`src/rtl/diad_memarb.sv`:
```
`default_nettype none
// ============================================================================
// Module      : diad_memarb
// Description : Single-port memory arbiter shared by the IF (read-only) and
//               MA (read/write) stages of the Diad core.
// Revision    : 1.0 - initial release
// ============================================================================
module diad_memarb #(
    parameter int ADDR_W     = 24,
    parameter int DATA_W     = 24,
    parameter int STARVE_MAX = 4,
    parameter int TIMEOUT    = 16
) (
    input  logic              clk,
    input  logic              rst,
    input  logic              if_req,
    input  logic [ADDR_W-1:0] if_addr,
    output logic              if_ack,
    output logic [DATA_W-1:0] if_rdata,
    output logic              if_err,
    input  logic              ma_req,
    input  logic              ma_we,
    input  logic [ADDR_W-1:0] ma_addr,
    input  logic [DATA_W-1:0] ma_wdata,
    output logic              ma_ack,
    output logic [DATA_W-1:0] ma_rdata,
    output logic              ma_err,
    output logic              mem_req,
    output logic              mem_we,
    output logic [ADDR_W-1:0] mem_addr,
    output logic [DATA_W-1:0] mem_wdata,
    input  logic [DATA_W-1:0] mem_rdata,
    input  logic              mem_ack,
    output logic              busy
);

    localparam int c_SW = (STARVE_MAX > 0) ? $clog2(STARVE_MAX + 1) : 1;
    localparam int c_TW = (TIMEOUT > 1) ? $clog2(TIMEOUT) : 1;
    localparam logic [c_SW-1:0] c_STARVE_MAX = c_SW'(STARVE_MAX);
    localparam logic [c_TW-1:0] c_TMO_LAST   = (TIMEOUT > 0) ? c_TW'(TIMEOUT - 1) : '0;

    typedef enum logic [1:0] {
        ST_IDLE = 2'd0,
        ST_BUSY = 2'd1,
        ST_RESP = 2'd2
    } state_t;

    state_t            r_state;
    logic              r_owner_ma;
    logic [c_SW-1:0]   r_starve_cnt;
    logic [c_TW-1:0]   r_tmo_cnt;
    logic              r_if_ack;
    logic [DATA_W-1:0] r_if_rdata;
    logic              r_if_err;
    logic              r_ma_ack;
    logic [DATA_W-1:0] r_ma_rdata;
    logic              r_ma_err;
    logic              r_mem_req;
    logic              r_mem_we;
    logic [ADDR_W-1:0] r_mem_addr;
    logic [DATA_W-1:0] r_mem_wdata;
    logic              r_busy;
    logic              w_grant_if;

    // IF wins when it is alone, or when MA has starved it for STARVE_MAX grants.
    always_comb begin
        w_grant_if = 1'b0;
        if (if_req && !ma_req) begin
            w_grant_if = 1'b1;
        end else if (if_req && ma_req && (STARVE_MAX > 0) && (r_starve_cnt == c_STARVE_MAX)) begin
            w_grant_if = 1'b1;
        end
    end

    always_ff @(posedge clk or negedge rst) begin
        if (!rst) begin
            r_state      <= ST_IDLE;
            r_owner_ma   <= 1'b0;
            r_starve_cnt <= '0;
            r_tmo_cnt    <= '0;
            r_if_ack     <= 1'b0;
            r_if_rdata   <= '0;
            r_if_err     <= 1'b0;
            r_ma_ack     <= 1'b0;
            r_ma_rdata   <= '0;
            r_ma_err     <= 1'b0;
            r_mem_req    <= 1'b0;
            r_mem_we     <= 1'b0;
            r_mem_addr   <= '0;
            r_mem_wdata  <= '0;
            r_busy       <= 1'b0;
        end else begin
            // Response outputs live for the single RESP cycle only.
            r_if_ack   <= 1'b0;
            r_if_rdata <= '0;
            r_if_err   <= 1'b0;
            r_ma_ack   <= 1'b0;
            r_ma_rdata <= '0;
            r_ma_err   <= 1'b0;
            case (r_state)
                ST_IDLE: begin
                    if (if_req || ma_req) begin
                        r_state    <= ST_BUSY;
                        r_busy     <= 1'b1;
                        r_mem_req  <= 1'b1;
                        r_tmo_cnt  <= '0;
                        r_owner_ma <= !w_grant_if;
                        if (w_grant_if) begin
                            r_mem_we     <= 1'b0;
                            r_mem_addr   <= if_addr;
                            r_mem_wdata  <= '0;
                            r_starve_cnt <= '0;
                        end else begin
                            r_mem_we    <= ma_we;
                            r_mem_addr  <= ma_addr;
                            r_mem_wdata <= ma_wdata;
                            if (if_req) begin
                                if (r_starve_cnt != c_STARVE_MAX) begin
                                    r_starve_cnt <= r_starve_cnt + 1'b1;
                                end
                            end else begin
                                r_starve_cnt <= '0;
                            end
                        end
                    end
                end
                ST_BUSY: begin
                    if (mem_ack) begin
                        r_mem_req <= 1'b0;
                        r_state   <= ST_RESP;
                        if (r_owner_ma) begin
                            r_ma_ack   <= 1'b1;
                            r_ma_rdata <= r_mem_we ? '0 : mem_rdata;
                        end else begin
                            r_if_ack   <= 1'b1;
                            r_if_rdata <= mem_rdata;
                        end
                    end else if ((TIMEOUT > 0) && (r_tmo_cnt == c_TMO_LAST)) begin
                        r_mem_req <= 1'b0;
                        r_state   <= ST_RESP;
                        if (r_owner_ma) begin
                            r_ma_ack <= 1'b1;
                            r_ma_err <= 1'b1;
                        end else begin
                            r_if_ack <= 1'b1;
                            r_if_err <= 1'b1;
                        end
                    end else begin
                        r_tmo_cnt <= r_tmo_cnt + 1'b1;
                    end
                end
                ST_RESP: begin
                    r_state <= ST_IDLE;
                    r_busy  <= 1'b0;
                end
                default: begin
                    r_state   <= ST_IDLE;
                    r_busy    <= 1'b0;
                    r_mem_req <= 1'b0;
                end
            endcase
        end
    end

    assign if_ack    = r_if_ack;
    assign if_rdata  = r_if_rdata;
    assign if_err    = r_if_err;
    assign ma_ack    = r_ma_ack;
    assign ma_rdata  = r_ma_rdata;
    assign ma_err    = r_ma_err;
    assign mem_req   = r_mem_req;
    assign mem_we    = r_mem_we;
    assign mem_addr  = r_mem_addr;
    assign mem_wdata = r_mem_wdata;
    assign busy      = r_busy;

endmodule
`default_nettype wire

```
`config.mk`:
```
export PLATFORM = sky130hd
export DESIGN_NAME = diad_memarb
export DESIGN_NICKNAME = d
export VERILOG_FILES = /design/src/rtl/diad_memarb.sv
export SDC_FILE = /design/constraint.sdc
export NUM_CORES = 1
export LEC_CHECK = 0
export BUFFER_PORTS_ARGS = -buffer_cell sky130_fd_sc_hd__buf_2
export CAP_MARGIN = 5
export CORE_MARGIN = 4
export CORE_UTILIZATION = 40
export CTS_BUF_LIST = sky130_fd_sc_hd__clkbuf_4 sky130_fd_sc_hd__clkbuf_8 sky130_fd_sc_hd__clkbuf_16
export CTS_CLUSTER_DIAMETER = 40
export DETAILED_ROUTE_END_ITERATION = 10
export HOLD_SLACK_MARGIN = 0.02
export PLACE_DENSITY_LB_ADDON = 0.15
export SLEW_MARGIN = 20
export SYNTH_ARGS = -nofsm -noshare
export SYNTH_HDL_FRONTEND = slang
export SYNTH_SLANG_ARGS = --single-unit
```
`constraint.sdc`:
```
create_clock -name clk -period 1.8 [get_ports clk]
set_clock_uncertainty 0.15 [all_clocks]
set_input_delay 0.36 -clock clk [delete_from_list [all_inputs] [get_ports clk]]
set_output_delay 0.36 -clock clk [all_outputs]
set_load 0.02 [all_outputs]
```
==> impl_metrics.csv <==
group,metric,value,unit
outcome,outcome,"completed",
logic_synthesis,synth_edf_count,0,
setup_path,arrival,2040,ps
logic_synthesis,synthCells,411,
place,placedCellCount,738,
detailed_routing,drt_pass1_iterations,7,
clock_tree,path_clk_slew,60,ps
power,powerDensity,1510,nW/um^2
logic_synthesis,ys_warn_count,0,
sta,relSlewSlack,0.503,
finish,diodes,0,
die,fp.dieW,113,um
clock_tree,htree_levels,4,
clock_tree,cts.sinks,113,
global_route,grt_antenna_before_repair,0,
sta,clock.fmax,0.568,GHz
place,dpl-instance-area,5610,um^2
setup_path,startpoint_type,"register",
clock_tree,cts_root_buf,"clkbuf_8",
logic_synthesis,async_flop_share,1.00,
die,io_pins,205,
finish,final_cells,878,
flow_run,cap_violations,0,
finish,fin_area,7430,um^2
logic_synthesis,ys_seq_area_frac,0.647,
power,total_power,11.2,mW
detailed_routing,via_count,4383,
detailed_routing,vias_per_cell,4.99,
global_route,grt.total_usage,0.219,
detailed_routing,wire_per_inst,16.4,um
die,core-area,10500,um^2
die,die_h,113,um
logic_synthesis,synth_nets,516,
finish,seq_area,2830,um^2
finish,final_common_cell,"buf_2",
die,rows,37,
sta,worstMarginPinSlew,745,ps
clock_tree,cts_buffer_depth,2,
sta,fin_crit,1760,ps
global_route,grt_pass1_wl,22100,um
global_route,grt_pass1_vias,4426,
logic_synthesis,synth_area,4370,um^2
setup_path,required,2080,ps
place,dp_hpwl,8130,um
die,die-area,12700,um^2
setup_path,cp_max_fo,7,
place,portBuffers,204,
place,place_congestion,0.746,
finish,n_fill_cell,745,
finish,multi_input_area,1430,um^2
finish,final_cell_mix,"buf_2 (203), dfrtp_1 (113), dlygate4sd3_1 (98)",
logic_synthesis,synth.avg_cell_area,10.6,um^2
sta,fin_setup_tns,0,ps
sta,whs,54.9,ps
setup_path,cp-startpoint,"r_starve_cnt[1]$_DFFE_PN0P_",
finish,final_layout_size_suffix_gt1_frac,0.373,
clock_tree,cts_tree,"done",
finish,areaGrowthSynthToFinish,70.1,%
detailed_routing,wl,14400,um
sta,final-setup-viol-count,0,
sta,hold_viol,0,
setup_path,r2r_start,"r_starve_cnt[1]$_DFFE_PN0P_",
setup_path,worstSetupPathType,"register to register",
sta,fin_crit_sh,0.978,
power,ir_drop,0.000849,V
detailed_routing,drt-initial-drc-count,289,
logic_synthesis,yosysUniqueCellTypes,33,
sta,final_max_slew_viol_count,0,
finish,final_nets,834,
logic_synthesis,synth_top_flop_cell,"dfrtp_1",
setup_path,r2r_end,"mem_addr[5]$_DFFE_PN0P_",
setup_path,r2r_cells,8,
logic_synthesis,ys_ff_latch,113,
global_route,grt_max_degree,50,
detailed_routing,ant_nets,0,
hold_path,hold_path_class,"primary input to register",
setup_path,critPathCapture,"mem_addr[5]$_DFFE_PN0P_",
setup_path,r2r_slack,40,ps
global_route,grt_overflow,0,
power,leakage,4.10,nW
die,start_util,0.418,
clock_tree,clkLatencyLatePin,500,ps
clock_tree,cts_made_buffers,17,
detailed_routing,drc,0,
setup_path,endpoint_kind,"register",
[per-stage QoR]
step	worst slack, ps	utilization
3_3_place_gp	-208	0.536
3_5_place_dp	-250	0.536
6_report	39.5	0.710
4_1_cts	12.2	0.690
2_1_floorplan	245	-
5_1_grt	-65.8	0.710
[layout make-up]
class,count,share of cell area
Clock inverter,13,0.0249
Multi-Input combinational cell,266,0.193
Sequential cell,113,0.380
Tap cell,136,0.0229
Clock buffer,19,0.0586
Timing Repair Buffer,326,0.318
Inverter,5,0.00253
[state kept, by name, summed over array words and instances (netlist names)]
name          flops
r_state           2
mem_addr         24
if_err            1
if_rdata         24
mem_req           1
ma_ack            1
r_owner_ma        1
mem_we            1
busy              1
r_starve_cnt      3
r_tmo_cnt         4
mem_wdata        24
if_ack            1
ma_err            1
ma_rdata         24
[worst max-delay path: stages (launching register included)]
cell       delay [ps]
dfrtp_1           380
inv_2              70
ha_4              160
a21boi_4          160
buf_6             120
nand2b_4          240
clkbuf_16         200
nand2_1            70
a21oi_2           130
[worst min-delay path by stage]
stage | startpoint | endpoint | slack [ps] | cells after the start
global route | mem_ack | r_state[1]$_DFFE_PN0P_ | 30 | 2
floorplan | rst | busy$_DFFE_PN0P_ | -90 | 0
finish | mem_ack | r_state[1]$_DFFE_PN0P_ | 50 | 2
detailed placement | rst | if_rdata[16]$_DFF_PN0_ | 180 | 1
CTS | mem_ack | r_state[1]$_DFFE_PN0P_ | 20 | 2
global placement | rst | ma_rdata[15]$_DFF_PN0_ | 180 | 1
[synthesized netlist by cell type (all sizes together), types with 3 or more instances]
master  count  area share
dfrtp     113        0.65
nand2      79       0.068
and3       50       0.072
a21oi      49       0.056
nand3      27       0.031
nor2       27       0.024
buf        20       0.031
clkbuf      8      0.0069
o21ai       7      0.0089
inv         5      0.0043
o21a        4      0.0072
ha          3      0.0086
nand4       3      0.0043
nor2b       3      0.0043
[per-layer routing]
layer / wire (um) / track usage / share of wire / vias up
met2: 7080 / 0.356 / 0.49 / 249
met4: 369 / 0.0897 / 0.026 / 0
met1: 5740 / 0.271 / 0.40 / 2081
met3: 1210 / 0.0706 / 0.084 / 34
met5: 0 / 0 / 0 / -
li1: - / - / - / 2019
[kinds of logic after synthesis]
logic type      after synthesis  synth area share
mux                           1           0.00229
simple gates                197             0.220
buf+inv                      33            0.0421
flops                       113             0.647
fa+ha+maj                     3           0.00859
compound gates               64            0.0799
[where the power goes]
part           total, mW  internal, mW  switching, mW
clock network       3.48          2.30           1.18
logic               4.00          1.49           2.50
registers           3.72          3.29          0.428
[timing repair]
| action | in CTS | in global routing |
|---|---|---|
| buffers inserted | 0 | 4 |
| hold buffers | 98 | 0 |
| endpoints found under the setup margin | 25 | 49 |
| pin swaps | 0 | 2 |
| gates cloned | 0 | 6 |
| endpoints found under the hold margin | 147 | 0 |
| resized for setup | 1 | 12 |
Note: power is estimated with default switching activity, not from simulation.
